==> src/rtl/exu_muldiv.sv <==
// exu_muldiv: multi-cycle RV32M/RV64M multiply/divide execute stage.
// Radix-2 shift-add multiply, restoring divide, optional one-cycle mul.
module exu_muldiv #(
  parameter int XLEN     = 32,
  parameter bit FAST_MUL = 1'b0,
  parameter int TAG_W    = 5
) (
  input  logic             clock,
  input  logic             i_rst_n,
  input  logic             i_pre_valid,
  output logic             o_pre_ready,
  input  logic [2:0]       i_op,
  input  logic [XLEN-1:0]  i_src1,
  input  logic [XLEN-1:0]  i_src2,
  input  logic [TAG_W-1:0] i_tag,
  input  logic             i_flush,
  output logic             o_post_valid,
  input  logic             i_post_ready,
  output logic [XLEN-1:0]  o_res,
  output logic [TAG_W-1:0] o_tag,
  output logic             o_busy
);

  localparam int CW = $clog2(XLEN);
  localparam logic [XLEN-1:0] MIN =
    {1'b1, {(XLEN-1){1'b0}}};

  typedef enum logic [1:0] {
    IDLE, CALC, DONE
  } state_t;

  state_t state, state_nxt;

  logic [2:0]        op_q;
  logic              neg_q;
  logic [XLEN-1:0]   opnd_q;
  logic [2*XLEN-1:0] acc;
  logic [CW-1:0]     cnt;

  function automatic logic [XLEN-1:0] sel_res(
    input logic [2:0]        op,
    input logic              neg,
    input logic [2*XLEN-1:0] v
  );
    logic [2*XLEN-1:0] p;
    logic [XLEN-1:0]   q;
    logic [XLEN-1:0]   r;
    p = neg ? -v : v;
    q = neg ? -v[XLEN-1:0] : v[XLEN-1:0];
    r = neg ? -v[2*XLEN-1:XLEN] : v[2*XLEN-1:XLEN];
    if (!op[2])
      return (op[1:0] == 2'd0) ? p[XLEN-1:0]
                               : p[2*XLEN-1:XLEN];
    return op[1] ? r : q;
  endfunction

  logic accept, is_div, is_rem;
  logic s1_en, s2_en, s1, s2, neg_in;
  logic div0, ovf, spec, fast, last;
  logic [XLEN-1:0] a_abs, b_abs;
  logic [XLEN-1:0] spec_res, fast_res, calc_res;
  logic [2*XLEN-1:0] fast_p, mul_nxt, div_nxt, acc_nxt;
  logic [XLEN:0] mul_sum, div_sh, div_df;
  logic div_ge;

  assign accept = i_pre_valid & o_pre_ready & ~i_flush;
  assign is_div = i_op[2];
  assign is_rem = i_op[2] & i_op[1];
  assign s1_en  = (i_op == 3'd1) | (i_op == 3'd2)
                | (is_div & ~i_op[0]);
  assign s2_en  = (i_op == 3'd1) | (is_div & ~i_op[0]);
  assign s1     = s1_en & i_src1[XLEN-1];
  assign s2     = s2_en & i_src2[XLEN-1];
  assign a_abs  = s1 ? -i_src1 : i_src1;
  assign b_abs  = s2 ? -i_src2 : i_src2;
  assign neg_in = is_rem ? s1 : (s1 ^ s2);

  assign div0 = is_div & (i_src2 == '0);
  assign ovf  = is_div & ~i_op[0]
              & (i_src1 == MIN) & (&i_src2);
  assign spec = div0 | ovf;
  assign fast = FAST_MUL & ~is_div;
  assign spec_res = div0 ? (is_rem ? i_src1 : '1)
                         : (is_rem ? '0 : i_src1);

  if (FAST_MUL) begin : g_fast
    assign fast_p = {{XLEN{1'b0}}, a_abs}
                  * {{XLEN{1'b0}}, b_abs};
  end else begin : g_slow
    assign fast_p = '0;
  end
  assign fast_res = sel_res(i_op, neg_in, fast_p);

  // acc = {partial product, multiplier} or {remainder, quotient}
  assign mul_sum = {1'b0, acc[2*XLEN-1:XLEN]}
                 + (acc[0] ? {1'b0, opnd_q} : '0);
  assign mul_nxt = {mul_sum, acc[XLEN-1:1]};
  assign div_sh  = acc[2*XLEN-1:XLEN-1];
  assign div_df  = div_sh - {1'b0, opnd_q};
  assign div_ge  = ~div_df[XLEN];
  assign div_nxt = {div_ge ? div_df[XLEN-1:0]
                           : div_sh[XLEN-1:0],
                    acc[XLEN-2:0], div_ge};
  assign acc_nxt  = op_q[2] ? div_nxt : mul_nxt;
  assign last     = (cnt == CW'(XLEN-1));
  assign calc_res = sel_res(op_q, neg_q, acc_nxt);

  always_comb begin
    state_nxt = state;
    unique case (state)
      IDLE: if (accept)
              state_nxt = (spec | fast) ? DONE : CALC;
      CALC: if (last) state_nxt = DONE;
      DONE: if (o_post_valid & i_post_ready)
              state_nxt = IDLE;
      default: state_nxt = IDLE;
    endcase
    if (i_flush) state_nxt = IDLE;
  end

  always_ff @(posedge clock or negedge i_rst_n) begin
    if (!i_rst_n) begin
      state        <= IDLE;
      o_pre_ready  <= 1'b0;
      o_post_valid <= 1'b0;
    end else begin
      state        <= state_nxt;
      o_pre_ready  <= (state_nxt == IDLE);
      o_post_valid <= (state == DONE)
                    & (state_nxt == DONE);
    end
  end

  always_ff @(posedge clock or negedge i_rst_n) begin
    if (!i_rst_n) begin
      op_q   <= '0;
      neg_q  <= 1'b0;
      opnd_q <= '0;
      acc    <= '0;
      cnt    <= '0;
      o_res  <= '0;
      o_tag  <= '0;
    end else if (accept) begin
      op_q   <= i_op;
      neg_q  <= neg_in;
      opnd_q <= is_div ? b_abs : a_abs;
      acc    <= {{XLEN{1'b0}},
                 is_div ? a_abs : b_abs};
      cnt    <= '0;
      o_tag  <= i_tag;
      if (spec)      o_res <= spec_res;
      else if (fast) o_res <= fast_res;
    end else if (state == CALC && !i_flush) begin
      acc <= acc_nxt;
      cnt <= cnt + 1'b1;
      if (last) o_res <= calc_res;
    end
  end

  assign o_busy = (state != IDLE);

endmodule

==> config.mk <==
export PLATFORM = sky130hd
export DESIGN_NAME = exu_muldiv
export DESIGN_NICKNAME = d
export VERILOG_FILES = /design/src/rtl/exu_muldiv.sv
export SDC_FILE = /design/constraint.sdc
export NUM_CORES = 1
export LEC_CHECK = 0
export ABC_AREA = 1
export BUFFER_PORTS_ARGS = -buffer_cell sky130_fd_sc_hd__buf_2
export CORE_MARGIN = 1
export CORE_UTILIZATION = 61
export DETAILED_ROUTE_END_ITERATION = 7
export PLACE_DENSITY = 0.8
export SETUP_SLACK_MARGIN = 0.15
export SLEW_MARGIN = 30
export SYNTH_ARGS = -nofsm -noshare
export SYNTH_HDL_FRONTEND = slang
export SYNTH_SLANG_ARGS = --single-unit
==> constraint.sdc <==
create_clock -name clock -period 6 [get_ports clock]
set_clock_uncertainty 0.15 [all_clocks]
set_input_delay 0.9 -clock clock [delete_from_list [all_inputs] [get_ports clock]]
set_output_delay 0.9 -clock clock [all_outputs]
set_load 0.01 [all_outputs]
== Word-level counts from Yosys, hierarchy flattened ==
Index checks and enable logic that the tools add are counted.
Word-level totals
  flip-flop bits (word level): 146
  input bits: 77
  output and inout bits: 40
  logic and storage cells: 87
Cells by class
  $add $sub $neg: 8
  equality and inequality tests: 8
  multiplexer cells: 31
  bitwise logic cells: 19
  reductions and logical operators: 11
Operators by type and width (number)
  2-to-1 mux 32 bit: 18
  2-to-1 mux 64 bit: 4
  negation 32 bit: 4
  negation 64 bit: 1
  adder 32 x 32 -> 33 bit: 1
  subtractor 33 x 32 -> 33 bit: 1
  == test 32 bit (second input constant): 1
  zero test 32 bit: 1
  AND reduction 32 bit: 1
  bitwise AND 1 bit: 11
  2-to-1 mux 2 bit: 5
  2-to-1 mux 5 bit: 2
  zero test 2 bit: 3
  case mux 2 bit (3 select lines): 1
  nonzero test 2 bit: 3
  adder 5 x 1 -> 5 bit (second input constant): 1
  == test 5 bit (second input constant): 1
  == test 2 bit (second input constant): 2
  bitwise OR 1 bit: 4
  == test 3 x 1 -> 1 bit (second input constant): 1
  == test 3 x 2 -> 1 bit (second input constant): 1
  inverter 1 bit: 3
  AND reduction 3 bit: 1
  == test 2 x 1 -> 1 bit (second input constant): 1
  5 further kinds: 5

== Depth between registers and ports, before layout ==
Gate-level depths: netlist (run 1).
  depth in word-level cells: 11
  mapped depth: 36
  depth with buffers taken out: 36

== Least setup slack after synthesis (run 1) ==
Ideal clock, no wire load.
  path kind: reg-to-reg
  start: register opnd_q[0]
  end: register o_res[18]
  setup time: 0.113 ns
  data arrival time: 3.839 ns
  required time: 5.737 ns
  slack: 1.898 ns
  cell stages (with the launch flop): 36
  buffers on the path: 0
  period minus slack after synthesis: 4.102 ns
  cell sequence: dfrtp_1 ha_1 fa_1 inv_1 nand2_1 nand2_1 nand3_1 nand2_2 nand2_2 nand2_4 nand2_4 nand2_2 nand2_2 nand3_2 nand2_2 inv_2 ha_1 nand2_1 nor2_1 nand3_1 nor2_1 nand2_1 nor2_1 nand2_1 nor3_1 nor2_1 a21oi_2 inv_2 nor2_2 nand2_1 nand2_1 nand3_1 nand2_1 nand3_1 nand2_1 inv_1
Between the ends
  cells in the longest elaborated chain, start to end: 10
  elaborated cells on any way between the ends: 18
  classes of those cells: add/sub (5); mux (12); bitwise (1)
RTL lines
  start: declaration: RTL line 36  | logic [XLEN-1:0] opnd_q;
  start signal: assignment: RTL line 146  | opnd_q <= is_div ? b_abs : a_abs;
  subtractor 33 x 32 -> 33 bit or 2-to-1 mux 32 bit (tied branches): RTL line 99, 96
  2-to-1 mux 32 bit (tied with other cells): RTL line 101  | assign div_nxt = {div_ge ? div_df[XLEN-1:0]
  2-to-1 mux 64 bit *: RTL line 104  | assign acc_nxt = op_q[2] ? div_nxt : mul_nxt;
  negation 64 bit (tied with other cells): RTL line 48  | p = neg ? -v : v;
  2-to-1 mux 64 bit (tied with other cells): RTL line 48
  2-to-1 mux 32 bit, on equally long branches: RTL line 52, 54
  2-to-1 mux 32 bit *: RTL line 54  | return op[1] ? r : q;
  2-to-1 mux 32 bit *: RTL line 156  | if (last) o_res <= calc_res;
  2-to-1 mux 32 bit *: RTL line 153  | end else if (state == CALC && !i_flush) begin
  2-to-1 mux 32 bit *: RTL line 143  | end else if (accept) begin
  end signal: assignment: RTL line 151  | if (spec) o_res <= spec_res;
  end signal: assignment: RTL line 152  | else if (fast) o_res <= fast_res;
  end signal: assignment: RTL line 156
  end: declaration: RTL line 19  | output logic [XLEN-1:0] o_res,
Mark *: on every way between the ends. The rest lies on a longest branch, timed or not. The select of a mux whose other input is x is not followed.
A chain may end at the register's enable or synchronous reset.

== Worst setup path after layout (run 1) ==
  start: register acc[31]
  end: register o_res[26]
Between the ends
  cells in the longest elaborated chain, start to end: 10
  elaborated cells on any way between the ends: 16
  classes of those cells: add/sub (4); mux (11); bitwise (1)
RTL lines
  start: declaration: RTL line 37  | logic [2*XLEN-1:0] acc;
  start signal: assignment: RTL line 147  | acc <= {{XLEN{1'b0}},
  start signal: assignment: RTL line 154  | acc <= acc_nxt;
  subtractor 33 x 32 -> 33 bit: RTL line 99  | assign div_df = div_sh - {1'b0, opnd_q};
  2-to-1 mux 32 bit or inverter 1 bit (tied branches): RTL line 101, 100
  2-to-1 mux 64 bit *: RTL line 104
  negation 64 bit (tied with other cells): RTL line 48
  2-to-1 mux 64 bit (tied with other cells): RTL line 48
  2-to-1 mux 32 bit, on equally long branches: RTL line 52, 54
  2-to-1 mux 32 bit *: RTL line 54
  2-to-1 mux 32 bit *: RTL line 156
  2-to-1 mux 32 bit *: RTL line 153
  2-to-1 mux 32 bit *: RTL line 143
Marked as above.

==> summary.md, run 1 <==
| Metric | Value |
|---|---|
| Most frequent cells in the layout | nand2_1 (835), inv_1 (415), nor2_1 (281) |
| Compound-Gate Fraction of Synth Area | 19.7% |
| Maximum clock frequency | roughly 200 MHz |
| Clk Latency, worst-skew pair | about 0.45 ns |
| Max-cap check violation count | 0 |
| CTS clk-pin slew, worst paths | roughly 0.07 ns |
| # Post-CTS Setup Buffers | 0 |
| Worst Setup Start Kind | flip-flop |
| Mux cell area share after synthesis | 0.0572% |
| DRC | 0 |
| Crit path top cell by count | nand2_1 |
| R2R Setup Slk | between 0.9 and 1 ns |
| Initial Utilization | between 60% and 70% |
| First-pass GRT wire length | 110 mm |
| Final slew viol count | 0 |
| Simple-Gate Fraction of Synth Area | a little over a third |
| Worst stage delay on the critical path | about 0.42 ns |
| Placer Congestion | approximately 1.1 |
| N_diodes | 0 |
| Total GRT Usage | ~50% |
| Ys async rst share | 100% |
| Syn_nets | between 3000 and 4000 |
| Iter 0 DRT Violations | 2971 |
| Nets | around 3200 |
| PostCTS Resize Cnt | 0 |
| CTS Sinks | between 100 and 150 |
| Status | finished clean |
| Die H | around 170 µm |
| Core area | ~28000 µm² |
| Critical path type | reg -> reg |
| #FFs+latches synth | ~150 |
| Synth warn | 0 |
| Tightest Pin Transition | around 1.1 ns |
| Drt pass-1 iters | 7 |
| Post-Synth XOR/XNOR Area | 5.95% |
| Max VDD drop | roughly 0.28 mV |
| CTS H-tree depth | 4 |
| Number of port buffers | ~120 |
| Grt ovf | 0 |
| Pwr dens | around 640 nW/µm² |
| Largest net degree at the start of global routing | 93 |
| Main synth FF type | dfrtp_1 |
| Slowest cell on crit path | fa_1 |
| CTS tree | yes |
| Leak Pwr | around 9.9 nW |
| Cts hold-fix bufs | 0 |
| Max FO, Critical Path | 13 |
| DP Area | 18300 µm² |
| Via count | around 21000 |
| Die W | ~170 µm |
| P&R area growth vs syn | 8.13% |
| Max-slew headroom at the worst pin | 24.8% |
| Final instance area | 18900 µm² |
| Worst EP arrival | between 5 and 6 ns |
| Post-Syn Area | 17500 µm² |
| Site row count | just over 60 |
| RSZ-0062 raised after global routing | no |
| Num CTS Buffers | 17 |
| Number of enable flip-flop cells after synthesis | 0 |
| Final worst-path cycle share | 84.7% |
| # setup viols final | 0 |
| Share of cells above drive strength 1 | 9.44% |
| CTS root buf | clkbuf_16 |
| Mean post-synth cell area | between 5 and 6 µm² |
| Initial antenna violation count | 1 |
| Mean number of vias per cell | approximately 6.3 |
| # fillers | between 2000 and 3000 |
| Seq/Total Area, Yosys | 20.9% |
| Final wirelength | between 70 and 80 mm |
| Crit end category | flip-flop |
| Largest family of logic cells by synthesized area | simple AND/OR/NAND/NOR gates |
| Count of cell types in the netlist | 54 |
| Synth Area in Adders | approximately 5.3% |
| Hold Vio Cnt, Final | 0 |
| Final TNS setup | 0 ns |
| I/O pin cnt | 117 |
| Die area | approximately 29000 µm² |
| Minimum clock period | 5.08 ns |
| Required @ worst endpoint | 6.20 ns |
| Wire per inst | 21.4 µm |
| Post-DP HPWL | 57.1 mm |
| Hold/Removal Path Class | reg -> reg |
| Commonest non-fill, non-tap cell in the layout | nand2_1 |
| Clock Path Buffers | 2 |
| Routed Antenna Nets | 0 |
| Post-synthesis cell count | just under 3000 |
| Vias in the first global route | 19300 |
[power by group]
group | leakage, nW | switching (mW) | internal [mW]
Sequential | 1.80 | 0.435 | 1.40
Combinational | 7.79 | 6.58 | 2.68
Clock | 0.265 | 0.523 | 0.554
Total | 9.85 | 7.54 | 4.64
[cell usage after synthesis (4+ instances only)]
cell type	count	area, µm²
o21bai_1	15	113
o21ai_0	239	1200
nand3_1	202	1010
o21ai_1	17	85.1
nor3_1	51	255
dfrtp_1	146	3650
clkbuf_1	81	304
nand2_4	6	67.6
nor2_1	285	1070
nand3_2	4	40.0
inv_2	13	48.8
nand4_1	32	200
a221oi_1	6	52.6
nor4_1	7	43.8
buf_6	5	56.3
a31oi_1	11	68.8
o22ai_1	21	131
o211ai_1	31	233
o31ai_1	5	37.5
nand2_2	24	150
buf_1	9	33.8
a21o_1	5	37.5
nor2_2	16	100
o221ai_1	19	166
a32oi_1	4	35.0
xor2_1	86	753
xnor2_1	31	272
inv_1	416	1560
a21oi_1	177	886
a21oi_2	6	52.6
buf_2	13	65.1
nand2_1	835	3130
nand3b_1	9	67.6
o21a_1	5	37.5
a22oi_1	16	120
ha_1	71	888
clkinv_1	4	15.0
or2_2	17	106
o21ai_2	8	70.1
[path summary, 6_finish.rpt]
path	from	depth (start not counted)	to
worst max-delay path	acc[31]$_DFFE_PN0P_	37	o_res[26]$_DFFE_PN0P_
worst min-delay path	o_tag[0]$_DFFE_PN0P_	2	o_tag[0]$_DFFE_PN0P_
worst max register to register	acc[31]$_DFFE_PN0P_	37	o_res[26]$_DFFE_PN0P_
worst min register to register	o_tag[0]$_DFFE_PN0P_	2	o_tag[0]$_DFFE_PN0P_
max in group asynchronous	i_rst_n	2	neg_q$_DFFE_PN0P_
min in group asynchronous	i_rst_n	1	acc[50]$_DFFE_PN0P_
[state kept, by name, indices dropped and copies added, names as in the netlist]
signal / flops
o_tag: 5
o_post_valid: 1
cnt: 5
state: 2
o_res: 32
acc: 64
op_q: 3
neg_q: 1
o_pre_ready: 1
opnd_q: 32
[kinds of logic after synthesis]
group                    after synthesis
multiplexers                           1
XOR/XNOR                             118
buffers and inverters                542
AND/OR/NAND/NOR                     1496
flip-flops                           146
AO/OA/AOI/OAI                        596
adder cells (fa/ha/maj)               73
[through the flow]
stage                     std cells  power [mW]  setup slack [ns]  hold WS, ns  util (%)
after floorplan                2972        7.85              1.90        0.319         -
after global placement         3387        10.5              1.28        0.309      65.5
after detailed placement       3387        10.6              1.10        0.311      65.5
after CTS                      3419        11.7              1.09        0.329      67.5
after global routing           3419        12.9             0.548        0.346      67.5
final                          3419        12.2             0.915        0.333      67.5
[final cells by class]
type                       count  area, µm²  share of cell area, %
multi-input combinational   2284      11800                   62.2
sequential                   146       3660                   19.3
inverter                     434       1630                   8.63
timing repair buffer         145        820                   4.33
tap                          378        473                   2.50
clock buffer                  19        443                   2.34
clock inverter                13        118                  0.622
[per-layer routing]
| layer | vias to the layer above | GRT usage, % | share of wire, % |
|---|---|---|---|
| li1 | 9764 | - | - |
| met1 | 9631 | 64.8 | 38 |
| met2 | 1642 | 71.4 | 40 |
| met3 | 334 | 13.7 | 14 |
| met4 | 2 | 35.3 | 8.3 |
| met5 | - | 3.30 | 0.18 |
[worst max-delay path: cells and delay by family, from the launching register on]
kind	cells	cell delay [ns]
and+or+nand+nor	27	2.84
adders and majority gates	3	0.80
AOI/OAI and AO/OA	1	0.14
buffers and inverters	6	0.67
DFF	1	0.37
Note: power is estimated with default switching activity, not from simulation.
==> inputs of run 2 (changes only) <==
--- a/config.mk
+++ b/config.mk
@@ -5,12 +5,12 @@
 export SDC_FILE = /design/constraint.sdc
 export NUM_CORES = 1
 export LEC_CHECK = 0
-export ABC_AREA = 1
+export ABC_AREA = 0
 export BUFFER_PORTS_ARGS = -buffer_cell sky130_fd_sc_hd__buf_2
 export CORE_MARGIN = 1
-export CORE_UTILIZATION = 61
+export CORE_UTILIZATION = 57
 export DETAILED_ROUTE_END_ITERATION = 7
-export PLACE_DENSITY = 0.8
+export PLACE_DENSITY = 0.79
 export SETUP_SLACK_MARGIN = 0.15
 export SLEW_MARGIN = 30
 export SYNTH_ARGS = -nofsm -noshare
==> constraint.sdc (replaced) <==
create_clock -name clock -period 4.62 [get_ports clock]
set_clock_uncertainty 0.15 [all_clocks]
set_input_delay 0.693 -clock clock [delete_from_list [all_inputs] [get_ports clock]]
set_output_delay 0.693 -clock clock [all_outputs]
set_load 0.01 [all_outputs]
==> summary.md, run 2 <==
| Metric | Value |
|---|---|
| Synth top area share | a little under a quarter |
| Worst R2R End | o_res[29]$_DFFE_PN0P_ |
| Final Util | approximately three quarters |
| CTS root buf | clkbuf_16 |
| Max-cap check violation count | 0 |
| Critical path type | reg -> reg |
| Core area | roughly 28000 µm² |
| Post-DP HPWL | ~53 mm |
| Clock Path Buffers | 2 |
| Drt pass-1 iters | 6 |
| Synth top cells by count | nand2_1 (279), o21ai_0 (228), a21oi_1 (198) |
| Placer Congestion | around 1.0 |
| Hold/Removal Path Class | in -> async |
| Vias in the first global route | roughly 18000 |
| Site row count | a little over 60 |
| Die area | ~29000 µm² |
| RSZ-0062 raised after global routing | yes |
| Seq/Total Area, Yosys | 22.8% |
| Final worst-path cycle share | 103% |
| Failing checks | negative setup slack |
| Syn_nets | between 2000 and 2500 |
| Grt ovf | 0 |
| Tightest Pin Transition | 0.952 ns |
| Main area contributors after synthesis | dfrtp_1 (23%), o21ai_0 (7.1%), nand2_1 (6.5%) |
| Minimum clock period | roughly 4.8 ns |
| Post-route setup slack | -0.137 ns |
| Most flops, register | acc |
| Clk Latency, worst-skew pair | between 0.4 and 0.5 ns |
| Cells on worst reg2reg path | 16 |
| Pwr dens | 548 nW/µm² |
| Routed Antenna Nets | 0 |
| Die H | roughly 170 µm |
| Max VDD drop | around 0.31 mV |
| # setup viols final | 4 |
| Die W | between 150 and 200 µm |
| I/O pin cnt | between 100 and 150 |
| Required @ worst endpoint | between 4 and 5 ns |
| First-pass GRT wire length | ~100 mm |
| Final slew viol count | 0 |
| P&R area growth vs syn | 28.2% |
| Count of cell types in the netlist | 90 |
| #FFs+latches synth | 146 |
| Worst EP arrival | 4.96 ns |
| Via count | a little under 20000 |
| Synth area leader | dfrtp_1 |
| Max-slew headroom at the worst pin | ~36% |
| Nets | ~2600 |
| Number of flip-flops under the largest register name | 64 |
| Number of enable flip-flop cells after synthesis | 0 |
| Top-count cell post-synth | nand2_1 |
| Maximum clock frequency | approximately 210 MHz |
| Biggest regs | acc x64, o_res x32, opnd_q x32 |
| CTS Sinks | ~150 |
| N_diodes | 0 |
| Max FO, Critical Path | 4 |
| R2R Setup Slk | -0.14 ns |
| Number of port buffers | 116 |
| Ys async rst share | between 90% and 100% |
| Status | finished, violations left |
| Post-Syn Area | between 15000 and 20000 µm² |
| Worst r2r src | opnd_q[30]$_DFFE_PN0P_ |
| DP Area | ~19000 µm² |
| Wire per inst | 24.1 µm |
| Main synth FF type | dfrtp_1 |
| Hold WS | between 0.08 and 0.09 ns |
| Hold Vio Cnt, Final | 0 |
| Share of cells above drive strength 1 | 25.2% |
| DRC | 0 |
| Final wirelength | 69.6 mm |
| Initial antenna violation count | 2 |
| CTS clk-pin slew, worst paths | 0.08 ns |
| Most frequent cells in the layout | buf_4 (278), nand2_1 (276), o21ai_0 (207) |
| Initial Utilization | around 58% |
| Cts hold-fix bufs | 0 |
| Largest net degree at the start of global routing | between 100 and 150 |
| Leak Pwr | ~9 nW |
| Post-synthesis cell count | around 2200 |
| Total GRT Usage | roughly 47% |
| CTS H-tree depth | 4 |
| CTS tree | yes |
| Worst Setup Start Kind | flip-flop |
| Num CTS Buffers | 17 |
| Mean number of vias per cell | just under 7 |
| Crit end category | flip-flop |
| # fillers | between 2000 and 2500 |
| Synth warn | 0 |
| Commonest non-fill, non-tap cell in the layout | buf_4 |
| Iter 0 DRT Violations | 2802 |
| Mean post-synth cell area | between 7 and 8 µm² |
| Final instance area | between 20000 and 25000 µm² |
==> run 2: worst max-delay path, stage by stage (launching register included) <==
cell	delay [ns]
dfrtp_1	0.36
inv_1	0.09
ha_4	0.30
nand4_4	0.14
or4_4	0.55
o22ai_4	0.25
nor3_4	0.11
a211oi_4	0.30
buf_4	0.16
mux2_4	0.30
a21o_1	0.19
o21bai_2	0.20
or3_4	0.39
or3_4	0.40
a32oi_2	0.29
a21boi_1	0.12
o32a_1	0.33
==> run 2: cells by family (layout without fill, tap and decap cells) <==
| group | after synthesis | in the layout | share of synthesized area, % |
|---|---|---|---|
| AO/OA/AOI/OAI | 791 | 791 | 31.8 |
| XOR/XNOR | 163 | 163 | 8.90 |
| adder cells (fa/ha/maj) | 73 | 73 | 5.79 |
| buffers and inverters | 214 | 527 | 5.13 |
| flip-flops | 146 | 146 | 22.8 |
| multiplexers | 54 | 54 | 3.51 |
| AND/OR/NAND/NOR | 758 | 758 | 22.1 |
==> run 2: worst max-delay path by stage <==
stage / startpoint / to / slack, ns / depth (start not counted)
after detailed placement: opnd_q[30]$_DFFE_PN0P_ / o_res[25]$_DFFE_PN0P_ / -0.19 / 16
after floorplan: acc[0]$_DFFE_PN0P_ / o_res[29]$_DFFE_PN0P_ / 0.05 / 18
after CTS: opnd_q[0]$_DFFE_PN0P_ / o_res[29]$_DFFE_PN0P_ / 0.04 / 17
final: opnd_q[30]$_DFFE_PN0P_ / o_res[29]$_DFFE_PN0P_ / -0.14 / 16
after global routing: opnd_q[22]$_DFFE_PN0P_ / o_res[29]$_DFFE_PN0P_ / -0.23 / 16
after global placement: opnd_q[31]$_DFFE_PN0P_ / o_res[25]$_DFFE_PN0P_ / -0.1 / 17
==> run 2: layout make-up <==
cell class	instances	area (µm²)	area share, %
timing repair buffer	412	2940	14.3
tap	378	473	2.30
sequential	146	3660	17.8
clock buffer	17	425	2.07
multi-input combinational	1839	12500	61.0
clock inverter	15	206	1.00
inverter	83	312	1.52
==> run 2: per-layer routing <==
metal,up-vias,track usage (%),wire [µm]
li1,8669,-,-
met1,9105,57.8,25500
met2,1469,73.4,30300
met3,393,11.3,8010
met4,2,34.0,5820
met5,-,0,8
==> run 2: timing repair <==
action,CTS,global route
pin swaps,34,85
gates resized for setup,51,129
buffers inserted,16,17
setup endpoints to repair,24,30
hold endpoints to repair,0,0
==> run 2: power by group <==
group          switching, mW  internal (mW)  leakage [nW]
sequential             0.324           1.53          1.88
clock                  0.692          0.879         0.309
combinational           4.58           3.26          6.71
==> run 2: metrics by stage <==
step,std cells,setup TNS (ns),total power [mW],setup WS (ns)
after floorplan,2199,0,5.83,0.0497
after CTS,2872,0,10.5,0.0356
after detailed placement,2824,-0.489,8.56,-0.192
after global placement,2824,-0.187,8.45,-0.0976
final,2890,-0.289,11.3,-0.137
after global routing,2890,-1.69,11.8,-0.226
